<file path="src/rtl/uart_rx.sv">
// uart_rx: oversampled 8-bit UART receiver with 3-sample majority vote and optional parity
module uart_rx (
  input  logic       CLK,
  input  logic       RST,
  input  logic       RX_IN,
  input  logic [5:0] Prescale,
  input  logic       PAR_EN,
  input  logic       PAR_TYP,
  output logic [7:0] P_DATA,
  output logic       data_valid,
  output logic       par_err,
  output logic       stp_err
);
  typedef enum logic [2:0] {IDLE, START, DATA, PARITY, STOP} state_t;
  state_t     state;
  logic [5:0] p, cnt, h, ps;
  logic [2:0] bit_cnt, s;
  logic [7:0] sh;
  logic       pen, ptyp, perr, vote, dec, last;
  always_comb begin
    ps   = (Prescale == 6'd16 || Prescale == 6'd32) ? Prescale : 6'd8;
    h    = p >> 1;
    vote = (s[0] & s[1]) | (s[0] & s[2]) | (s[1] & s[2]);
    dec  = cnt == h + 6'd2;
    last = cnt == p - 6'd1;
  end
  always_ff @(posedge CLK) begin
    if (RST) begin
      state      <= IDLE;
      p          <= 6'd8;
      cnt        <= '0;
      bit_cnt    <= '0;
      s          <= '0;
      sh         <= '0;
      pen        <= 1'b0;
      ptyp       <= 1'b0;
      perr       <= 1'b0;
      P_DATA     <= '0;
      data_valid <= 1'b0;
      par_err    <= 1'b0;
      stp_err    <= 1'b0;
    end else begin
      data_valid <= 1'b0;
      par_err    <= 1'b0;
      stp_err    <= 1'b0;
      cnt        <= last ? 6'd0 : cnt + 6'd1;
      if (cnt == h - 6'd1) s[0] <= RX_IN;
      if (cnt == h) s[1] <= RX_IN;
      if (cnt == h + 6'd1) s[2] <= RX_IN;
      case (state)
        IDLE: begin
          cnt <= RX_IN ? 6'd0 : 6'd1;
          if (!RX_IN) begin
            state   <= START;
            p       <= ps;
            pen     <= PAR_EN;
            ptyp    <= PAR_TYP;
            perr    <= 1'b0;
            bit_cnt <= '0;
          end
        end
        START: begin
          if (dec && vote) begin
            state <= IDLE;
            cnt   <= '0;
          end else if (last) state <= DATA;
        end
        DATA: begin
          if (dec) sh <= {vote, sh[7:1]};
          if (last) begin
            bit_cnt <= bit_cnt + 3'd1;
            if (bit_cnt == 3'd7) state <= pen ? PARITY : STOP;
          end
        end
        PARITY: begin
          if (dec) perr <= vote != (^sh ^ ptyp);
          if (last) state <= STOP;
        end
        STOP: begin
          // leave mid-bit so the next start edge is seen on its first cycle
          if (dec) begin
            state      <= IDLE;
            cnt        <= '0;
            stp_err    <= !vote;
            par_err    <= pen & perr;
            data_valid <= vote & !(pen & perr);
            if (vote && !(pen && perr)) P_DATA <= sh;
          end
        end
        default: state <= IDLE;
      endcase
    end
  end
endmodule

</file>
<file path="config.mk">
export PLATFORM = sky130hd
export DESIGN_NAME = uart_rx
export DESIGN_NICKNAME = d
export VERILOG_FILES = /design/src/rtl/uart_rx.sv
export SDC_FILE = /design/constraint.sdc
export NUM_CORES = 1
export LEC_CHECK = 0
export BUFFER_PORTS_ARGS = -buffer_cell sky130_fd_sc_hd__buf_2
export CORE_ASPECT_RATIO = 0.7
export CORE_MARGIN = 2
export CORE_UTILIZATION = 30
export CTS_BUF_LIST = sky130_fd_sc_hd__clkbuf_8
export DETAILED_ROUTE_END_ITERATION = 7
export GPL_TIMING_DRIVEN = 0
export PLACE_DENSITY_LB_ADDON = 0.12
export SLEW_MARGIN = 20
export SYNTH_ARGS = -nofsm -noshare
export SYNTH_HDL_FRONTEND = slang
export SYNTH_SLANG_ARGS = --single-unit
</file>
<file path="constraint.sdc">
create_clock -name CLK -period 6.79 [get_ports CLK]
set_input_delay 0.3395 -clock CLK [delete_from_list [all_inputs] [get_ports CLK]]
set_output_delay 0.3395 -clock CLK [all_outputs]
set_load 0.01 [all_outputs]
</file>
* Word-level counts from Yosys, hierarchy flattened *
Cells that the tools add are included.

operators by class
  reductions and logical operators = 18
  equality and inequality tests = 20
  bitwise gates (word level) = 11
  mux-type cells = 21
  add/subtract/negate cells = 6

operators by type and width
  operator               number
  $mux W3                10
  $eq A6 B6 Y1           4
  $mux W6                4
  $pmux W6 S3            1
  $pmux W3 S5            1
  $ne A2 B2 Y1 const B   6
  $reduce_and A3 Y1      3
  $reduce_xor A8 Y1      1
  $add A5 B1 Y6 const B  1
  $add A5 B2 Y6 const B  1
  $add A6 B1 Y6 const B  1
  $eq A3 B2 Y1 const B   2
  $eq A3 B3 Y1 const B   2
  $eq A6 B5 Y1           1
  $eq A6 B5 Y1 const B   1
  $eq A6 B6 Y1 const B   1
  $pmux W3 S2            1
  $reduce_and A6 Y1      1
  $sub A5 B1 Y6 const B  1
  $sub A6 B1 Y6 const B  1
  $and A1 B1 Y1          5
  $reduce_and A2 Y1      2
  $reduce_bool A2 Y1     2
  $add A3 B1 Y3 const B  1
  13 further kinds       22

storage, ports and cells
  bits in registers = 43
  input bits = 11
  word-level logic and storage cells = 91

* Depth between registers and ports, before layout *
  depth in word-level cells = 6
  mapped depth = 10
  gate-level depth less buffers = 8

* Least setup slack after synthesis *
No wires, ideal clock.

  path type = register to register
  from = register p[3]
  to = register P_DATA[0]
  data arrival time = 2.268 ns
  path buffers = 1
  cell stages (with the launch flop) = 10
  path slack = 4.395 ns
  required time = 6.662 ns
  cell sequence = dfxtp_1 -> clkbuf_1 -> inv_1 -> ha_1 -> xor2_1 -> nor3_2 -> nand2_2 -> nor4_4 -> mux2i_1 -> nor2_1

between the ends
  longest elaborated chain between the ends = 3

ends and longest elaborated chain
  element                      RTL line  source
  from (decl)                  16        logic [5:0] p, cnt, h, ps;
  from (signal assigned)       55        p <= ps;
  $add A5 B2 Y6                24        dec = cnt == h + 6'd2;
  $eq A6 B6 Y1                 24
  $reduce_and A3 Y1 (no line)  n/a
  to (signal assigned)         87        if (vote && !(pen && perr)) P_DATA <= sh;
  to (decl)                    9         output logic [7:0] P_DATA,

No other way between the ends.
A chain may end at the register's enable or synchronous reset.

* Worst setup path in the final report *
  from = register p[3]
  to = register P_DATA[7]

Same word-level chain as after synthesis.

==> metrics.csv <==
metric;value;unit
seq_area;861;µm²
ys.flop_type;dfxtp_1;
synth_mux_area_share;8.31;%
cts_resized;0;
grt_pass1_wl;9490;µm
cpPeakStageDelay;0.70;ns
synth_simple_gate_area_share;22.4;%
syn_area_per_cell;8.66;µm²
crit_buf_inv;2;
tns;0;ns
coreArea;0.00784;mm²
grt_max_degree;13;
layout_commonest_cell;dfxtp_1;
ys_types;48;
arrival;3.06;ns
portBuffers;21;
synth.yosys.seq_area_share;35.7;%
hold_path_class;in2reg;
mostFrequentLayoutCells;43 x dfxtp_1, 41 x nor2_1, 23 x buf_2;
worst_slew_pin_slew;0.936;ns
first_iter_violations;93;
postCtsHoldBufs;0;
start_util;30.7;%
r2r-start;p[3]$_SDFFE_PP1P_;
multi_input_comb_area;0.00146;mm²
die_w;111;µm
min-delay-start;PAR_EN;
whs_endpoint;pen$_SDFFE_PP0P_;
synth_compound_area_share;10.0;%
firstDrtPassIters;4;
yosys_warnings;0;
synth_xor_area_share;14.5;%
ant_nets;0;
cts_setup_buffers;0;
cts.path.max_buffers;2;
n_antenna_cell;0;
vias;1863;
cts_tree;yes;
netlist_area;0.00241;mm²
viasPerCell;4.58;
synth_top_family_by_area;simple AND/OR/NAND/NOR gates;
hpwl;4340;µm
syn_to_final_growth;13.9;%
relSlewSlack;37.1;%
p_leak;1.11;nW
rsz0062_at_grt;false;
worstSetupStartpointType;register;
critPathTopFamily;simple AND/OR/NAND/NOR gates;
grt_overflow_total;0;
fin_crit;2.90;ns
drive_above_1_share;11.8;%
drv_cap;0;
rows;27;
outcome;completed;
critPathKind;reg2reg;
dieArea;0.00877;mm²
cts_sinks;43;
slowest_stage;nor4_4;
crit_path_end_kind;register;
cp_max_fo;8;
max-vdd-ir-drop;0.0973;mV
grt_usage;13.7;%
power.density;237;mW/mm²
r2r_cells;9;
path_clk_slew;0.09;ns
fillCellCount;855;
worstSkewPairLatency;0.29;ns
cp_cell_sequence;clkbuf_1, inv_1, ha_1, xor2_1, nor3_2, nand2_2, nor4_4, mux2i_1, nor2_1;
worstReg2RegEnd;P_DATA[7]$_SDFFE_PP0P_;
drc;0;
place.gp.congestion;0.785;
synth_seq_cells;43;
slew_viol_final;0;
hold_viol_final;0;
synth_adder_area_share;5.19;%
finalSetupViolCount;0;
period_share;42.7;%
die_h;79.0;µm
final_nets;327;
fin_skew;0.00873;ns
grt_pass1_vias;1754;
antenna_found_initial;0;
ys_top_cells_by_area;dfxtp_1 36%, mux2i_1 8.3%, xnor2_1 8.0%, nor2_1 6.4%, xor2_1 5.8%;
synth_nets;299;
regToRegSetupSlack;3.89;ns
timing.hold.ws;0.287;ns
synth_top_area_share;35.7;%
yosys.area.top_type;dfxtp_1;
holdPathStages;3;
pin_count;22;
synthArstFlopShare;0;%
cts-htree-levels;2;
wl_per_cell;14.1;µm
synth-edff-count;0;
max_freq;0.345;GHz
worst_ep_required_time;6.95;ns
syn_inst;278;
cts_root_buf;clkbuf_8;
numCtsBuffers;5;
routed_wl;5730;µm
-- metal layers --
metal,wire length [µm],share of wire (%),GRT usage [%],vias up
li1,-,-,-,999
met1,3320,58,21.9,829
met2,2120,37,18.3,33
met3,258,4.5,2.98,2
met4,34,0.59,3.33,0
met5,0,0,0,-
-- logic make-up after synthesis --
family	count (synthesis)
multiplexers	20
buffers and inverters	24
flip-flops	43
XOR/XNOR	39
AO/OA/AOI/OAI	34
AND/OR/NAND/NOR	108
adder cells (fa/ha/maj)	10
-- area by class of cell --
cell class	count	share of cell area, %
Buffer	15	2.14
Tap cell	101	4.61
Inverter	9	1.23
Clock buffer	5	2.51
Multi-Input combinational cell	211	53.1
Clock inverter	2	1.23
Sequential cell	43	31.4
Timing Repair Buffer	21	3.83
-- per-stage QoR --
stage / setup WS [ns] / util [%] / total power, mW / std cells / instance area, µm²
floorplan: 4.39 / - / 0.414 / 278 / 2410
global placement: 3.85 / 33.7 / 0.459 / 400 / 2640
detailed placement: 3.85 / 33.7 / 0.460 / 400 / 2640
CTS: 3.83 / 35.0 / 0.658 / 407 / 2740
global route: 3.57 / 35.0 / 0.688 / 407 / 2740
finish: 3.89 / 35.0 / 0.649 / 407 / 2740
-- where the power goes --
group | internal, mW | total (mW) | switching (mW)
registers | 0.268 | 0.283 | 0.0153
logic | 0.0610 | 0.171 | 0.110
clock network | 0.106 | 0.194 | 0.0880
-- synthesized netlist by cell type (2+ instances only) --
cell type	count
dfxtp_1	43
nor2_1	41
nand2_1	22
xnor2_1	22
mux2i_1	20
xor2_1	16
clkbuf_1	13
ha_1	10
nand3_1	9
a21oi_1	8
inv_1	8
nor2b_1	6
nor3_1	6
nor4_1	6
a21o_1	4
o211ai_1	3
o21ai_0	3
a211o_1	2
a22oi_1	2
a32oi_1	2
buf_2	2
nand2b_1	2
o21a_1	2
or4_1	2
-- tightest hold or removal path: cells and delay by family --
kind,cells,cell delay [ns]
buf+inv,1,0.09
simple gates,1,0.05
compound gates,1,0.05
-- state kept, by name (all words and copies together) (netlist names) --
| signal | flops |
|---|---|
| data_valid | 1 |
| stp_err | 1 |
| pen | 1 |
| s | 3 |
| perr | 1 |
| ptyp | 1 |
| par_err | 1 |
| cnt | 6 |
| p | 6 |
| P_DATA | 8 |
| sh | 8 |
| state | 3 |
| bit_cnt | 3 |
-- worst max-delay path by stage --
stage / startpoint / end / slack [ns] / depth (start not counted)
3_5_place_dp: p[3]$_SDFFE_PP1P_ / P_DATA[0]$_SDFFE_PP0P_ / 3.85 / 9
2_1_floorplan: p[3]$_SDFFE_PP1P_ / P_DATA[0]$_SDFFE_PP0P_ / 4.39 / 9
3_3_place_gp: p[3]$_SDFFE_PP1P_ / P_DATA[7]$_SDFFE_PP0P_ / 3.85 / 9
4_1_cts: p[3]$_SDFFE_PP1P_ / P_DATA[7]$_SDFFE_PP0P_ / 3.83 / 9
6_report: p[3]$_SDFFE_PP1P_ / P_DATA[7]$_SDFFE_PP0P_ / 3.89 / 9
5_1_grt: p[3]$_SDFFE_PP1P_ / P_DATA[1]$_SDFFE_PP0P_ / 3.57 / 9
Note: power is estimated with default switching activity, not from simulation.
